`src/rtl/wb_initiator_if.sv`:
```
`default_nettype none
// ============================================================================
//  Module      : wb_initiator_if
//  Description : Bundles the request/response handshake and the Wishbone
//                classic master signals of wb_initiator.
//                The master modport is the initiator's view.
//                The slave modport is the view of the requester and the
//                Wishbone slave.
//  Signals     : req_*  command channel (valid/ready, we, adr, dat, sel)
//                rsp_*  response channel (valid/ready, dat, timeout)
//                wbm_*  Wishbone classic master port
//  Revision    : 1.0  initial release
// ============================================================================
interface wb_initiator_if;
   logic        req_valid;
   logic        req_ready;
   logic        req_we;
   logic [31:0] req_adr;
   logic [31:0] req_dat;
   logic [3:0]  req_sel;

   logic        rsp_valid;
   logic        rsp_ready;
   logic [31:0] rsp_dat;
   logic        rsp_timeout;

   logic        wbm_cyc_o;
   logic        wbm_stb_o;
   logic        wbm_we_o;
   logic [31:0] wbm_adr_o;
   logic [31:0] wbm_dat_o;
   logic [3:0]  wbm_sel_o;
   logic [31:0] wbm_dat_i;
   logic        wbm_ack_i;

   modport master (
      input  req_valid, req_we, req_adr, req_dat, req_sel,
      input  rsp_ready,
      input  wbm_dat_i, wbm_ack_i,
      output req_ready,
      output rsp_valid, rsp_dat, rsp_timeout,
      output wbm_cyc_o, wbm_stb_o, wbm_we_o, wbm_adr_o, wbm_dat_o, wbm_sel_o
   );

   modport slave (
      output req_valid, req_we, req_adr, req_dat, req_sel,
      output rsp_ready,
      output wbm_dat_i, wbm_ack_i,
      input  req_ready,
      input  rsp_valid, rsp_dat, rsp_timeout,
      input  wbm_cyc_o, wbm_stb_o, wbm_we_o, wbm_adr_o, wbm_dat_o, wbm_sel_o
   );
endinterface
`default_nettype wire

```
`src/rtl/wb_initiator.sv`:
```
`default_nettype none
// ============================================================================
//  Module      : wb_initiator
//  Description : Single-outstanding Wishbone classic master.
//                It accepts one command in IDLE and runs it on the bus in BUS.
//                It then presents the result in RESP until the response is
//                consumed.
//                A bus cycle that gets no ack within TIMEOUT_CYCLES strobe
//                cycles ends with rsp_timeout=1.
//  Ports       : wb_clk_i  clock, rising edge
//                wb_rst_i  synchronous active-high reset
//                bus       wb_initiator_if.master (request, response, Wishbone)
//                busy      high whenever the FSM is not in IDLE
//  Revision    : 1.0  initial release
// ============================================================================
module wb_initiator #(
   parameter int unsigned TIMEOUT_CYCLES = 16   // 1..255
) (
   input  wire logic             wb_clk_i,
   input  wire logic             wb_rst_i,
   wb_initiator_if.master        bus,
   output      logic             busy
);

   localparam logic [1:0] c_st_idle = 2'd0;
   localparam logic [1:0] c_st_bus  = 2'd1;
   localparam logic [1:0] c_st_resp = 2'd2;

   // The final strobe cycle is the one where the timer has reached this value.
   localparam logic [7:0] c_timeout_last = 8'(TIMEOUT_CYCLES - 1);

   logic [1:0]  r_state;
   logic [1:0]  w_next_state;

   logic        r_we;
   logic [31:0] r_adr;
   logic [31:0] r_dat;
   logic [3:0]  r_sel;
   logic [31:0] r_rsp_dat;
   logic        r_rsp_timeout;
   logic [7:0]  r_timer;

   logic        w_req_ready;
   logic        w_cyc;
   logic        w_rsp_valid;
   logic        w_busy;
   logic        w_timer_last;

   assign w_timer_last = (r_timer == c_timeout_last);

   // ---------------------------------------------------------------- state reg
   always_ff @(posedge wb_clk_i) begin
      if (wb_rst_i) begin
         r_state <= c_st_idle;
      end else begin
         r_state <= w_next_state;
      end
   end

   // --------------------------------------------------------------- next state
   always_comb begin
      w_next_state = r_state;
      case (r_state)
         c_st_idle: if (bus.req_valid)                 w_next_state = c_st_bus;
         // An ack on the final timeout cycle still lands in RESP.
         // The datapath below makes the ack win over the timeout.
         c_st_bus:  if (bus.wbm_ack_i || w_timer_last) w_next_state = c_st_resp;
         c_st_resp: if (bus.rsp_ready)                 w_next_state = c_st_idle;
         default:                                      w_next_state = c_st_idle;
      endcase
   end

   // ------------------------------------------------- outputs decoded from state
   always_comb begin
      w_req_ready = 1'b0;
      w_cyc       = 1'b0;
      w_rsp_valid = 1'b0;
      w_busy      = 1'b1;
      case (r_state)
         c_st_idle: begin
            w_req_ready = 1'b1;
            w_busy      = 1'b0;
         end
         c_st_bus:  w_cyc       = 1'b1;
         c_st_resp: w_rsp_valid = 1'b1;
         default:   w_busy      = 1'b0;
      endcase
   end

   // ----------------------------------------------------------------- datapath
   always_ff @(posedge wb_clk_i) begin
      if (wb_rst_i) begin
         r_we          <= 1'b0;
         r_adr         <= 32'h0;
         r_dat         <= 32'h0;
         r_sel         <= 4'h0;
         r_rsp_dat     <= 32'h0;
         r_rsp_timeout <= 1'b0;
         r_timer       <= 8'h0;
      end else begin
         case (r_state)
            c_st_idle: begin
               if (bus.req_valid) begin
                  r_we    <= bus.req_we;
                  r_adr   <= bus.req_adr;
                  r_dat   <= bus.req_dat;
                  r_sel   <= bus.req_sel;
                  r_timer <= 8'h0;
               end
            end
            c_st_bus: begin
               if (bus.wbm_ack_i) begin
                  // Read data is sampled only on the ack edge of a read.
                  r_rsp_dat     <= r_we ? 32'h0 : bus.wbm_dat_i;
                  r_rsp_timeout <= 1'b0;
               end else if (w_timer_last) begin
                  r_rsp_dat     <= 32'h0;
                  r_rsp_timeout <= 1'b1;
               end else begin
                  r_timer <= r_timer + 8'd1;
               end
            end
            default: ;  // RESP holds everything; stray acks have no effect
         endcase
      end
   end

   assign bus.req_ready   = w_req_ready;
   assign bus.rsp_valid   = w_rsp_valid;
   assign bus.rsp_dat     = r_rsp_dat;
   assign bus.rsp_timeout = r_rsp_timeout;
   assign bus.wbm_cyc_o   = w_cyc;
   assign bus.wbm_stb_o   = w_cyc;
   assign bus.wbm_we_o    = r_we;
   assign bus.wbm_adr_o   = r_adr;
   assign bus.wbm_dat_o   = r_dat;
   assign bus.wbm_sel_o   = r_sel;
   assign busy            = w_busy;

endmodule
`default_nettype wire

```
`src/flat_wrapper.sv`:
```
// flat-port wrapper written by rule: the top's interface ports become plain ports
module wb_initiator_flat 
#(
   parameter int unsigned TIMEOUT_CYCLES = 16            
)
  (wb_clk_i, wb_rst_i, busy, bus_req_valid, bus_req_we, bus_req_adr, bus_req_dat, bus_req_sel, bus_rsp_ready, bus_wbm_dat_i, bus_wbm_ack_i, bus_req_ready, bus_rsp_valid, bus_rsp_dat, bus_rsp_timeout, bus_wbm_cyc_o, bus_wbm_stb_o, bus_wbm_we_o, bus_wbm_adr_o, bus_wbm_dat_o, bus_wbm_sel_o);
  wb_initiator_if bus_i ();
  input  wire logic wb_clk_i;
  input  wire logic wb_rst_i;
  output      logic busy;
  input wire logic [$bits(bus_i.req_valid)-1:0] bus_req_valid;
  input wire logic [$bits(bus_i.req_we)-1:0] bus_req_we;
  input wire logic [$bits(bus_i.req_adr)-1:0] bus_req_adr;
  input wire logic [$bits(bus_i.req_dat)-1:0] bus_req_dat;
  input wire logic [$bits(bus_i.req_sel)-1:0] bus_req_sel;
  input wire logic [$bits(bus_i.rsp_ready)-1:0] bus_rsp_ready;
  input wire logic [$bits(bus_i.wbm_dat_i)-1:0] bus_wbm_dat_i;
  input wire logic [$bits(bus_i.wbm_ack_i)-1:0] bus_wbm_ack_i;
  output wire logic [$bits(bus_i.req_ready)-1:0] bus_req_ready;
  output wire logic [$bits(bus_i.rsp_valid)-1:0] bus_rsp_valid;
  output wire logic [$bits(bus_i.rsp_dat)-1:0] bus_rsp_dat;
  output wire logic [$bits(bus_i.rsp_timeout)-1:0] bus_rsp_timeout;
  output wire logic [$bits(bus_i.wbm_cyc_o)-1:0] bus_wbm_cyc_o;
  output wire logic [$bits(bus_i.wbm_stb_o)-1:0] bus_wbm_stb_o;
  output wire logic [$bits(bus_i.wbm_we_o)-1:0] bus_wbm_we_o;
  output wire logic [$bits(bus_i.wbm_adr_o)-1:0] bus_wbm_adr_o;
  output wire logic [$bits(bus_i.wbm_dat_o)-1:0] bus_wbm_dat_o;
  output wire logic [$bits(bus_i.wbm_sel_o)-1:0] bus_wbm_sel_o;
  assign bus_i.req_valid = bus_req_valid;
  assign bus_i.req_we = bus_req_we;
  assign bus_i.req_adr = bus_req_adr;
  assign bus_i.req_dat = bus_req_dat;
  assign bus_i.req_sel = bus_req_sel;
  assign bus_i.rsp_ready = bus_rsp_ready;
  assign bus_i.wbm_dat_i = bus_wbm_dat_i;
  assign bus_i.wbm_ack_i = bus_wbm_ack_i;
  assign bus_req_ready = bus_i.req_ready;
  assign bus_rsp_valid = bus_i.rsp_valid;
  assign bus_rsp_dat = bus_i.rsp_dat;
  assign bus_rsp_timeout = bus_i.rsp_timeout;
  assign bus_wbm_cyc_o = bus_i.wbm_cyc_o;
  assign bus_wbm_stb_o = bus_i.wbm_stb_o;
  assign bus_wbm_we_o = bus_i.wbm_we_o;
  assign bus_wbm_adr_o = bus_i.wbm_adr_o;
  assign bus_wbm_dat_o = bus_i.wbm_dat_o;
  assign bus_wbm_sel_o = bus_i.wbm_sel_o;
  wb_initiator #(.TIMEOUT_CYCLES(TIMEOUT_CYCLES)) u_core (.wb_clk_i(wb_clk_i), .wb_rst_i(wb_rst_i), .bus(bus_i), .busy(busy));
endmodule
```
`config.mk`:
```
export PLATFORM = sky130hd
export DESIGN_NAME = wb_initiator_flat
export DESIGN_NICKNAME = d
export VERILOG_FILES = /design/src/rtl/wb_initiator_if.sv /design/src/rtl/wb_initiator.sv /design/src/flat_wrapper.sv
export SDC_FILE = /design/constraint.sdc
export NUM_CORES = 1
export LEC_CHECK = 0
export CORE_ASPECT_RATIO = 1.2
export CORE_MARGIN = 5
export CORE_UTILIZATION = 42
export DETAILED_ROUTE_END_ITERATION = 7
export GPL_ROUTABILITY_DRIVEN = 0
export PLACE_DENSITY = 0.95
export SYNTH_ARGS = -nofsm -noshare
export SYNTH_HDL_FRONTEND = slang
export SYNTH_SLANG_ARGS = --single-unit
export TNS_END_PERCENT = 1
```
`constraint.sdc`:
```
create_clock -name wb_clk_i -period 4.05 [get_ports wb_clk_i]
set_input_delay 0.81 -clock wb_clk_i [delete_from_list [all_inputs] [get_ports wb_clk_i]]
set_output_delay 0.81 -clock wb_clk_i [all_outputs]
set_load 0.02 [all_outputs]
```
==> reports/qor.yml <==
outcome:
  status: "completed"
logic_synthesis:
  synth_nets: 556
  syn_area_per_cell_um2: 8.848
  yosysUniqueCellTypes: 35
  synth_warnings: 0
  syn_area_um2: 3938
  ys_ff_latch: 112
  synthCells: 445
  synth_seq_area_share: 0.5694
cts:
  post_cts_resized: 0
  h-tree-depth: 3
  clkLatencyLatePin_ns: 0.36
  cts_tree: "done"
  clockRootBuffer: "clkbuf_8"
  holdBufCountCts: 0
  numCtsBuffers: 9
  clk_path_buf_depth: 2
  postCtsSetupRepairBufs: 0
  cts.sinks: 112
  clk_pin_slew_ns: 0.10
detailed_routing:
  first_pass_iters: 4
  via_count: 3901
  final_antenna_net_count: 0
  routed_wl_um: 12470
  wire_per_inst_um: 16.28
  drt-initial-drc-count: 154
  drc: 0
  post_drt_via_cell_ratio: 5.093
sta:
  rsz0062_at_grt: "no"
  drv_slew: 0
  timing.final.crit_period_ns: 2.723
  setup_viol: 0
  hold_viol_final: 0
  skew_ns: 0.007120
  fmax_mhz: 367.2
  relSlewSlack: 0.1582
  tightest_slew_ns: 1.258
  setup_tns_ns: 0
  min_period_over_period: 0.6724
worst_setup_path:
  reg2reg_setup_slack_ns: 1.83
  r2r_start: "u_core.r_state[0]"
  worstReg2RegEnd: "u_core.bus.wbm_adr_o[9]"
  path_class: "flop to primary output"
  cp-start-kind: "flop"
  cp_max_fo: 8
  ff2ff_path_depth: 5
  end_kind: "primary output"
  worstPathArrival_ns: 1.91
  worstPathRequired_ns: 3.24
min_path:
  hold_path_end: "u_core.bus.wbm_dat_o[6]"
  min_path_cells: 2
  hp-start: "u_core.bus.wbm_dat_o[6]"
  hold_path_class: "flop to flop"
finish:
  antenna_cells: 0
  syn_to_final_growth_pct: 60.47
  drive_above_1_share: 0.04489
  fin_nets: 752
floorplan:
  dieArea_um2: 11420
  rows: 38
  initial_utilization: 0.4313
  ios: 213
  core_um2: 9129
  die_x_um: 98.39
  die_h_um: 116.1
global_routing:
  grt_pass1_vias: 3976
  overflow: 0
  grt_pass1_wl_um: 19260
  grt.total_usage: 0.2080
  grt_max_degree: 77
  antenna_found_initial: 0
power:
  p_per_area_nw_per_um2: 397.3
  power.leakage_uw: 0.002351
  vdd_drop_max_v: 0.0002394
  p_total_uw: 2510
placed_design:
  place_hpwl_um: 9288
  port-buffer-count: 212
flow_run:
  drv_cap: 0
==> layer usage <==
layer / routed length [um] / GRT usage / vias to the layer above
met2: 6590 / 0.3933 / 191
met5: 0 / 0 / -
met1: 4582 / 0.2188 / 1780
li1: - / - / 1892
met4: 469 / 0.09836 / 0
met3: 826 / 0.04515 / 38
==> placed cells by master, fill, tap and decap left out, types with 3 or more instances in the layout <==
cell type        count
a21oi_1             75
a22o_1              32
buf_4                4
clkbuf_8            10
clkdlybuf4s50_1    211
clkinv_2             3
dfxtp_1            112
ha_1                 5
inv_1                7
nand2_1            142
nor2_1               5
o21ai_1              7
or3_1                5
==> registers in the layout, summed over array words and instances, names as in the netlist <==
signal	cells
u_core.bus.wbm_dat_o	32
u_core.bus.wbm_sel_o	4
u_core.bus.wbm_we_o	1
u_core.bus.rsp_timeout	1
u_core.r_timer	8
u_core.bus.rsp_dat	32
u_core.r_state	2
u_core.bus.wbm_adr_o	32
==> where the power goes <==
group / internal [uW] / leakage (uW) / switching, uW
Combinational: 299 / 0.00133 / 323
Sequential: 1180 / 0.000915 / 45.6
Clock: 303 / 0.000103 / 358
Total: 1780 / 0.00235 / 727
==> worst max path at each step <==
stage	from	endpoint	slack [ns]	cells after the start
3_3_place_gp	bus_wbm_ack_i	u_core.bus.rsp_dat[10]	1.38	5
3_5_place_dp	bus_wbm_ack_i	u_core.bus.rsp_dat[1]	1.28	5
5_1_grt	u_core.r_state[1]	bus_wbm_cyc_o	1.24	3
4_1_cts	u_core.r_state[1]	bus_wbm_stb_o	1.36	3
2_1_floorplan	bus_req_valid	u_core.r_timer[0]	2.25	5
6_report	u_core.r_state[1]	bus_wbm_stb_o	1.33	3
==> critical path: stages (launching register included) <==
cell,delay [ns]
dfxtp_1,0.33
inv_1,0.13
ha_1,0.41
clkdlybuf4s50_1,0.69
==> synthesized netlist by cell type (all sizes together) <==
library cell / count / area, um2
nand2: 143 / 536.8
dfxtp: 112 / 2242
a21oi: 76 / 380.4
a22o: 32 / 280.3
clkbuf: 17 / 63.81
buf: 14 / 67.56
o21ai: 8 / 40.03
inv: 7 / 26.28
ha: 5 / 62.56
nor2: 5 / 18.77
or3: 5 / 31.28
a211oi: 2 / 20.02
nand3: 2 / 15.01
nor3: 2 / 10.01
or4: 2 / 18.77
a21o: 1 / 7.510
a32oi: 1 / 8.760
and2: 1 / 6.260
and4: 1 / 8.760
mux2: 1 / 11.26
nand2b: 1 / 6.260
nand3b: 1 / 7.510
nand4: 1 / 6.260
o211a: 1 / 10.01
o311ai: 1 / 26.28
o31ai: 1 / 7.510
o41ai: 1 / 8.760
xor2: 1 / 8.760
==> kinds of logic after synthesis <==
| logic type | count (synthesis) | synth area share |
|---|---|---|
| fa+ha+maj | 5 | 0.01589 |
| xor+xnor | 1 | 0.002225 |
| compound gates | 124 | 0.2005 |
| mux | 1 | 0.002860 |
| buf+inv | 38 | 0.04004 |
| simple gates | 164 | 0.1691 |
| flops | 112 | 0.5694 |
==> stage by stage <==
stage	hold slack (ns)	instances	worst slack [ns]	instance area, um2	util
finish	0.4607	766	1.327	6319	0.6922
global route	0.4758	766	1.237	6319	0.6922
CTS	0.4635	766	1.358	6311	0.6913
detailed placement	0.4489	750	1.276	6116	0.6700
global placement	0.4415	750	1.384	6116	0.6700
floorplan	0.4632	445	2.252	3938	-
==> area by class of cell <==
type	instances	area (um2)
clock buffers	11	141.4
clock inverters	5	53.80
fillers	670	2810
inverters	7	26.28
multi-input cells	295	1558
flip-flops and latches	112	2242
well taps	120	150.1
repair buffers	216	2147
No activity file was read; power rests on OpenSTA's default activity.
